--- src/rtl/nap_setting_timer.sv ---
// -----------------------------------------------------------------------------
// nap_setting_timer
//
// Duration-entry and countdown stage that sits next to the nap controller FSM.
// While the controller holds enSetting, keypad digits build a minute count
// (at most two digits). A sharp (#) press confirms the entry. A valid entry
// raises completeSetting. While the controller holds enSleep, the armed
// duration counts down one second every TICKS_PER_SEC clocks. completeSleep
// rises on expiry. init returns the block to idle.
//
// Parameters
//   TICKS_PER_SEC  clock cycles per second (>= 2), default 1000
//   MAX_MINUTES    largest accepted entry (1..99), default 90
//
// Ports
//   clock            in   1   single clock, all state on posedge
//   reset            in   1   synchronous, active-high
//   init             in   1   controller start-state level; clears the block
//   enSetting        in   1   controller is in its setting state
//   enSleep          in   1   controller is in its sleep state
//   keypad           in  10   one-hot digit keys, bit d = digit d
//   sharp            in   1   confirm key (#)
//   completeSetting  out  1   valid duration armed (level)
//   completeSleep    out  1   countdown expired (level)
//   minutes_set      out  7   accumulated / armed minutes
//   remain_sec       out 13   seconds remaining
//   digit_count      out  2   digits entered (0..2)
//   entry_error      out  1   one-cycle pulse on a rejected confirm
//
// Build option
//   NAP_PAUSE_EN  when defined, dropping enSleep during the countdown freezes
//                 the tick and seconds counters until enSleep returns. When
//                 it is undefined, the countdown runs to expiry once started.
// -----------------------------------------------------------------------------
module nap_setting_timer #(
   parameter int TICKS_PER_SEC = 1000,
   parameter int MAX_MINUTES   = 90
) (
   input  logic        clock,
   input  logic        reset,
   input  logic        init,
   input  logic        enSetting,
   input  logic        enSleep,
   input  logic [9:0]  keypad,
   input  logic        sharp,
   output logic        completeSetting,
   output logic        completeSleep,
   output logic [6:0]  minutes_set,
   output logic [12:0] remain_sec,
   output logic [1:0]  digit_count,
   output logic        entry_error
);

   // The tick counter only needs to reach TICKS_PER_SEC-1.
   localparam int                TICK_W    = (TICKS_PER_SEC > 2) ? $clog2(TICKS_PER_SEC) : 1;
   localparam logic [TICK_W-1:0] TICK_LAST = TICK_W'(TICKS_PER_SEC - 1);
   localparam logic [6:0]        MAX_MIN   = 7'(MAX_MINUTES);

   localparam logic [2:0] IDLE    = 3'd0;
   localparam logic [2:0] ENTRY   = 3'd1;
   localparam logic [2:0] ARMED   = 3'd2;
   localparam logic [2:0] COUNT   = 3'd3;
   localparam logic [2:0] EXPIRED = 3'd4;

   // Index of the set bit in a keypad vector. Only used when exactly one bit
   // is set, so the result for other vectors does not matter.
   function automatic logic [3:0] digit_of(input logic [9:0] keys);
      logic [3:0] d;
      d = 4'd0;
      for (int i = 0; i < 10; i++) begin
         d = keys[i] ? 4'(i) : d;
      end
      return d;
   endfunction

   // True when exactly one key is down. Chords are rejected.
   function automatic logic is_onehot(input logic [9:0] keys);
      return (keys != 10'd0) && ((keys & (keys - 10'd1)) == 10'd0);
   endfunction

   logic [2:0]        state_r;
   logic [9:0]        keypad_q_r;
   logic              sharp_q_r;
   logic [TICK_W-1:0] tick_r;
   logic [6:0]        minutes_set_r;
   logic [12:0]       remain_sec_r;
   logic [1:0]        digit_count_r;
   logic              complete_setting_r;
   logic              complete_sleep_r;
   logic              entry_error_r;

   logic [2:0]        state_s;
   logic [TICK_W-1:0] tick_s;
   logic [6:0]        minutes_set_s;
   logic [12:0]       remain_sec_s;
   logic [1:0]        digit_count_s;
   logic              complete_setting_s;
   logic              complete_sleep_s;
   logic              entry_error_s;

   logic              key_press_s;
   logic              key_onehot_s;
   logic [3:0]        key_digit_s;
   logic              sharp_edge_s;
   logic              count_en_s;

   // A press is the first cycle of a non-zero keypad after an all-released cycle.
   assign key_press_s  = (keypad != 10'd0) && (keypad_q_r == 10'd0);
   assign key_onehot_s = is_onehot(keypad);
   assign key_digit_s  = digit_of(keypad);
   assign sharp_edge_s = sharp & ~sharp_q_r;

`ifdef NAP_PAUSE_EN
   assign count_en_s = enSleep;
`else
   assign count_en_s = 1'b1;
`endif

   // Edge-detect history for keypad and sharp.
   always_ff @(posedge clock) begin
      if (reset) begin
         keypad_q_r <= 10'd0;
         sharp_q_r  <= 1'b0;
      end else begin
         keypad_q_r <= keypad;
         sharp_q_r  <= sharp;
      end
   end

   // Next-state and next-output computation for the entry/countdown FSM.
   always_comb begin
      state_s            = state_r;
      tick_s             = tick_r;
      minutes_set_s      = minutes_set_r;
      remain_sec_s       = remain_sec_r;
      digit_count_s      = digit_count_r;
      complete_setting_s = complete_setting_r;
      complete_sleep_s   = complete_sleep_r;
      entry_error_s      = 1'b0;

      case (state_r)
         IDLE: begin
            minutes_set_s      = 7'd0;
            digit_count_s      = 2'd0;
            remain_sec_s       = 13'd0;
            tick_s             = '0;
            complete_setting_s = 1'b0;
            complete_sleep_s   = 1'b0;
            if (enSetting) begin
               state_s = ENTRY;
            end else begin
               state_s = IDLE;
            end
         end

         ENTRY: begin
            complete_setting_s = 1'b0;
            complete_sleep_s   = 1'b0;
            // Sharp takes priority, so a digit pressed in the same cycle is dropped.
            if (sharp_edge_s) begin
               if ((minutes_set_r >= 7'd1) && (minutes_set_r <= MAX_MIN)) begin
                  state_s            = ARMED;
                  remain_sec_s       = {6'd0, minutes_set_r} * 13'd60;
                  complete_setting_s = 1'b1;
               end else begin
                  state_s       = ENTRY;
                  entry_error_s = 1'b1;
                  minutes_set_s = 7'd0;
                  digit_count_s = 2'd0;
               end
            end else if (key_press_s && key_onehot_s && (digit_count_r < 2'd2)) begin
               // At most two digits, so the result never exceeds 99.
               minutes_set_s = (minutes_set_r * 7'd10) + {3'd0, key_digit_s};
               digit_count_s = digit_count_r + 2'd1;
            end else begin
               state_s = ENTRY;
            end
         end

         ARMED: begin
            complete_setting_s = 1'b1;
            if (enSleep) begin
               state_s = COUNT;
               tick_s  = '0;
            end else begin
               state_s = ARMED;
            end
         end

         COUNT: begin
            complete_setting_s = 1'b1;
            if (count_en_s) begin
               if (tick_r == TICK_LAST) begin
                  tick_s = '0;
                  // The last second ends the nap on the same edge. The <= also
                  // stops the seconds counter from wrapping below zero.
                  if (remain_sec_r <= 13'd1) begin
                     remain_sec_s     = 13'd0;
                     complete_sleep_s = 1'b1;
                     state_s          = EXPIRED;
                  end else begin
                     remain_sec_s = remain_sec_r - 13'd1;
                  end
               end else begin
                  tick_s = tick_r + TICK_W'(1);
               end
            end else begin
               tick_s = tick_r;
            end
         end

         EXPIRED: begin
            complete_sleep_s = 1'b1;
            remain_sec_s     = 13'd0;
            tick_s           = '0;
            state_s          = EXPIRED;
         end

         default: begin
            state_s            = IDLE;
            tick_s             = '0;
            minutes_set_s      = 7'd0;
            remain_sec_s       = 13'd0;
            digit_count_s      = 2'd0;
            complete_setting_s = 1'b0;
            complete_sleep_s   = 1'b0;
         end
      endcase
   end

   // FSM state and registered outputs; reset beats init, and init beats normal operation.
   always_ff @(posedge clock) begin
      if (reset || init) begin
         state_r            <= IDLE;
         tick_r             <= '0;
         minutes_set_r      <= 7'd0;
         remain_sec_r       <= 13'd0;
         digit_count_r      <= 2'd0;
         complete_setting_r <= 1'b0;
         complete_sleep_r   <= 1'b0;
         entry_error_r      <= 1'b0;
      end else begin
         state_r            <= state_s;
         tick_r             <= tick_s;
         minutes_set_r      <= minutes_set_s;
         remain_sec_r       <= remain_sec_s;
         digit_count_r      <= digit_count_s;
         complete_setting_r <= complete_setting_s;
         complete_sleep_r   <= complete_sleep_s;
         entry_error_r      <= entry_error_s;
      end
   end

   assign completeSetting = complete_setting_r;
   assign completeSleep   = complete_sleep_r;
   assign minutes_set     = minutes_set_r;
   assign remain_sec      = remain_sec_r;
   assign digit_count     = digit_count_r;
   assign entry_error     = entry_error_r;

endmodule

--- config.mk ---
export PLATFORM = sky130hd
export DESIGN_NAME = nap_setting_timer
export DESIGN_NICKNAME = d
export VERILOG_FILES = /design/src/rtl/nap_setting_timer.sv
export SDC_FILE = /design/constraint.sdc
export NUM_CORES = 1
export LEC_CHECK = 0
export CAP_MARGIN = 25
export CORE_MARGIN = 1
export CORE_UTILIZATION = 56
export DETAILED_ROUTE_END_ITERATION = 12
export PLACE_DENSITY_LB_ADDON = 0.3
export SETUP_SLACK_MARGIN = 0.2
export SLEW_MARGIN = 20
export SYNTH_ARGS = -nofsm -noshare
export SYNTH_HDL_FRONTEND = slang
export SYNTH_SLANG_ARGS = --single-unit
--- constraint.sdc ---
create_clock -name clock -period 4.05 [get_ports clock]
set_input_delay 0.6075 -clock clock [delete_from_list [all_inputs] [get_ports clock]]
set_output_delay 0.6075 -clock clock [all_outputs]
set_load 0.01 [all_outputs]
---- Yosys cells after proc, flatten, opt, wreduce, memory -nomap -nowiden ----
Cells that the tools add are included.
word-level totals
  register bits ........................... 49
  output and inout bits ................... 25
  word-level logic and storage cells ...... 99
operators by class
  add/subtract/negate cells ............... 5
  multipliers ............................. 2
  magnitude comparators ................... 4
  eq/ne operators ......................... 13
  muxes and demuxes ....................... 40
  bitwise operators ....................... 7
  reductions and logical operators ........ 18
operator list
  kind                   count
  $mux 13                4
  $pmux 13 s3            1
  $pmux 10 s3            1
  $mux 3                 8
  $mux 7                 3
  $logic_not 10->1       2
  $mux 10                2
  $pmux 3 s5             1
  $pmux 7 s2             1
  $le 13x1->1 const B    1
  $sub 13x1->13 const B  1
  $mux 2                 6
  $mul 7x4->11 const B   1
  $add 10x1->10 const B  1
  $and 10x10->10         1
  $eq 10x10->1 const B   1
  $ne 2x2->1 const B     5
  $reduce_bool 10->1     1
  $sub 10x1->10 const B  1
  $ne 3x3->1 const B     3
  $reduce_and 3->1       3
  $mux 1                 8
  $mux 4                 2
  $add 7x4->7            1
  other kinds (19)       30

---- Depth between registers and ports, before layout ----
  word-level depth ........................ 13
  gate-level depth with buffers ........... 11
  mapped depth without buffers ............ 11

---- Least setup slack after synthesis ----
Ideal clock, no wire load.
  path type ............................... register to register
  from .................................... register minutes_set_r[1] (netlist: minutes_set[1])
  to ...................................... register remain_sec_r[12] (netlist: remain_sec[12])
  library setup time ...................... 0.129 ns
  arrival time ............................ 2.950 ns
  data required time ...................... 3.921 ns
  path slack .............................. 0.971 ns
  cell stages (with the launch flop) ...... 12
  buffers on the path ..................... 0
  period minus slack after synthesis ...... 3.079 ns
  cells stage by stage .................... dfxtp_1 inv_1 fa_1 fa_1 inv_1 ha_1 a211oi_1 o21ai_0 a31oi_1 xnor2_1 a32oi_1 o21ai_0
on the way
  longest elaborated chain between the ends .. 4
  elaborated cells between the ends (all ways) .. 9
  classes of those cells .................. 1 x mul; 2 x order compare; 1 x eq/ne; 3 x mux; 2 x reduce/logical
RTL lines
  what                                             RTL line  text
  from (decl)                                      85        logic [6:0] minutes_set_r;
  from (signal assigned)                           245       minutes_set_r <= minutes_set_s;
  $mul 7x4->11, or another cell as far along       163       remain_sec_s = {6'd0, minutes_set_r} * 13'd60;
  $mux 13 or $logic_and 1x1->1 (tied branches)     161       if ((minutes_set_r >= 7'd1) && (minutes_set_r <= MAX_MIN)) begin
  $mux 13 or $ne 2x2->1 (tied branches)            n/a
  $pmux 13 s3 or $reduce_and 4->1 (tied branches)  n/a
  to (signal assigned)                             246       remain_sec_r <= remain_sec_s;
  to (decl)                                        86        logic [12:0] remain_sec_r;
Parallel ways exist; a longest one is shown, timed or not. The select of a mux whose other input is x is not followed.
A chain may end at the register's enable or synchronous reset.

---- Worst setup path in the final report ----
Same ends and word-level chain as after synthesis.

==> reports/qor.txt <==
FP Rows - 28
Die X-Extent - 81.3 um
Register area share after synthesis - 27.8%
Worst hold path type - reg2reg
Fmax - 294 MHz
Initial DRC Count - 227
N_diodes - 0
Resize count post-CTS - 0
Combinational group share of total power - 6.9%
Sw Pwr - 0.000220 W
Clk Tree Root Cell - clkbuf_8
EDFF count, synth - 0
Minimum clock period - 3400 ps
Hold path depth - 2
Skew final - 11.0 ps
Status - finished, final reports clean
Routed len/inst - 14.9 um
Async SR Flop Fraction - 0%
Overflow after GRT - 0
Crit Path Max Fanout - 9
Final hold violation count - 0
Worst Hold End - completeSleep$_SDFFE_PP0P_
Largest net degree at the start of global routing - 18
Max VDD drop - 0.186 mV
Layout Utilization - 68.1%
CP Class - reg2reg
R2R depth - 11
Power per Cell Area - 211 nW/um2
# IOs - 41
Measured slew at the worst slew-check pin - 966 ps
Vias in the first global route - 2843
Post-CTS setup buffer count - 0
Reg2Reg Capture Point - remain_sec[12]$_SDFFE_PP0P_
Initial antenna violation count - 0
Area Overhead vs Synth - 15.8%
Part of the power in registers - 56.9%
DR pass1 iterations - 4
R2R Path Start - minutes_set[1]$_SDFFE_PP0P_
# setup viols final - 0
Cts hold-fix bufs - 0
Fraction of layout cells with a size suffix above 1 - 4.23%
Switching Fraction - 25.6%
Post-synthesis cell type count - 53
CP startpoint - minutes_set[1]$_SDFFE_PP0P_
Die height - 81.3 um
Lkg Pwr - 1.65 nW
Skew-Pair Late Insertion Delay - 320 ps
Final Cycle Share - 84.0%
Clock buffer count from CTS - 5
Yosys warns - 0
Critical path arrival - 3660 ps
Worst EP required - 4310 ps
Port buffer count - 40
Vias post-DR - 3069
Most numerous cell in the Yosys netlist - dfxtp_1
CTS H-tree depth - 2
Synth area leaders - dfxtp_1, ha_1, fa_1, a21oi_1, nor2_1
Largest buffer count on any clock path - 2
CP startpoint kind - register
Final setup TNS - 0 ps
Share of the synthesized area in the top cell type - 27.8%
Final Slew Violations - 0
Global-route wire length before repair - 13200 um
Slew margin rel. - 35.4%
Remaining DRCs - 0
Via density - 5.86
HPWL Detailed - 6080 um
R2r setup slk - 650 ps
Synth cell count leaders - dfxtp_1, ha_1, nor2_1
Max-cap violations - 0
Syn_nets - 476
Post-DRT Antenna Nets - 0
Ys flop type - dfxtp_1
Syn Std Cell Area - 3520 um2
Core Box Area - 5990 um2
Initial core utilization - 58.8%
CTS sink count - 49
Clk pwr share - 36.1%
Final GP Congestion - 0.873
Syn Area/Cell - 8.62 um2
Seq cells post-synth - 49
Cell-internal power - 0.000641 W
TritonCTS clock tree - done
Nets - 515
Gate Count Post-Synth - 409
Leading area contributor after synthesis - dfxtp_1
GRT Total Usage - 25.6%
Routed WL - 7790 um
Die ar. - 6620 um2
Unrepaired setup endpoints after global routing - no
Hold_sp - completeSleep$_SDFFE_PP0P_
Critical path endpoint category - register
Reg clk slew, reported paths - 100 ps
-- logic make-up (layout without fill, tap and decap cells) --
group,count (synthesis),in the layout,synth area share (%)
buffers and inverters,44,84,4.93
and+or+nand+nor,131,131,19.3
adders and majority gates,51,51,20.9
DFF,49,49,27.8
muxes,6,6,1.77
xor gates and xnor gates,25,25,6.21
AOI/OAI and AO/OA,103,103,19.1
-- sequential cells by signal, summed over array words and instances (netlist names) --
signal,count
sharp_q_r,1
entry_error,1
state_r,3
minutes_set,7
completeSetting,1
tick_r,10
digit_count,2
completeSleep,1
keypad_q_r,10
remain_sec,13
-- worst max path at each step --
stage and to:
3_3_place_gp remain_sec[12]$_SDFFE_PP0P_, 4_1_cts remain_sec[12]$_SDFFE_PP0P_, 6_report remain_sec[12]$_SDFFE_PP0P_, 5_1_grt remain_sec[12]$_SDFFE_PP0P_, 2_1_floorplan remain_sec[12]$_SDFFE_PP0P_, 3_5_place_dp remain_sec[12]$_SDFFE_PP0P_
-- layout by cell type (no fill, tap or decap), drive strengths merged, types with 6 or more instances in the layout --
cell type       n
nor2b          14
o21bai          6
o21ai          25
nor2           37
nor4           10
nor3           14
fa             13
a22o            6
a32oi           6
xor2           11
dfxtp          49
inv            35
ha             38
a22oi           6
nand3           7
a21oi          29
xnor2          14
clkdlybuf4s50  40
nand2          19
-- cell type report --
class | instances | area [um2]
flip-flops and latches | 49 | 981
multi-input cells | 316 | 2370
clock inverters | 3 | 26.3
clock buffers | 5 | 68.8
repair buffers | 42 | 415
fillers | 513 | 1910
inverters | 34 | 128
well taps | 75 | 93.8
-- through the flow --
stage / std cells / hold slack [ps] / cell area, um2 / total power (W) / setup WS (ps)
3_5_place_dp: 516 / 457 / 3990 / 0.000561 / 708
6_report: 524 / 470 / 4080 / 0.000862 / 646
5_1_grt: 524 / 504 / 4080 / 0.000892 / 519
3_3_place_gp: 516 / 451 / 3990 / 0.000559 / 891
2_1_floorplan: 409 / 479 / 3520 / 0.000533 / 971
4_1_cts: 524 / 472 / 4080 / 0.000864 / 679
-- worst max-delay path: stages (launching register included) --
cell      delay [ps]
dfxtp_1          570
inv_1            190
fa_1             530
fa_1             520
inv_1             50
ha_1             350
a211oi_1         360
o21ai_0          160
a31oi_1          220
xnor2_1          150
a32oi_1           70
o21ai_0          170
-- per-layer routing --
layer	vias up	routed length, um	track usage (%)
met1	1461	3550	33.1
met5	-	0	0
met2	73	3920	44.3
met4	0	63	6.43
li1	1528	-	-
met3	7	267	3.82
-- power groups by stage --
stage / Clock [W] / Combinational [W] / Sequential, W
6_report: 0.000311 / 0.0000598 / 0.000491
5_1_grt: 0.000335 / 0.0000654 / 0.000491
4_1_cts: 0.000314 / 0.0000595 / 0.000491
3_5_place_dp: 0 / 0.0000590 / 0.000502
3_3_place_gp: 0 / 0.0000576 / 0.000502
2_1_floorplan: 0 / 0.0000325 / 0.000501
Note: power is estimated with default switching activity, not from simulation.
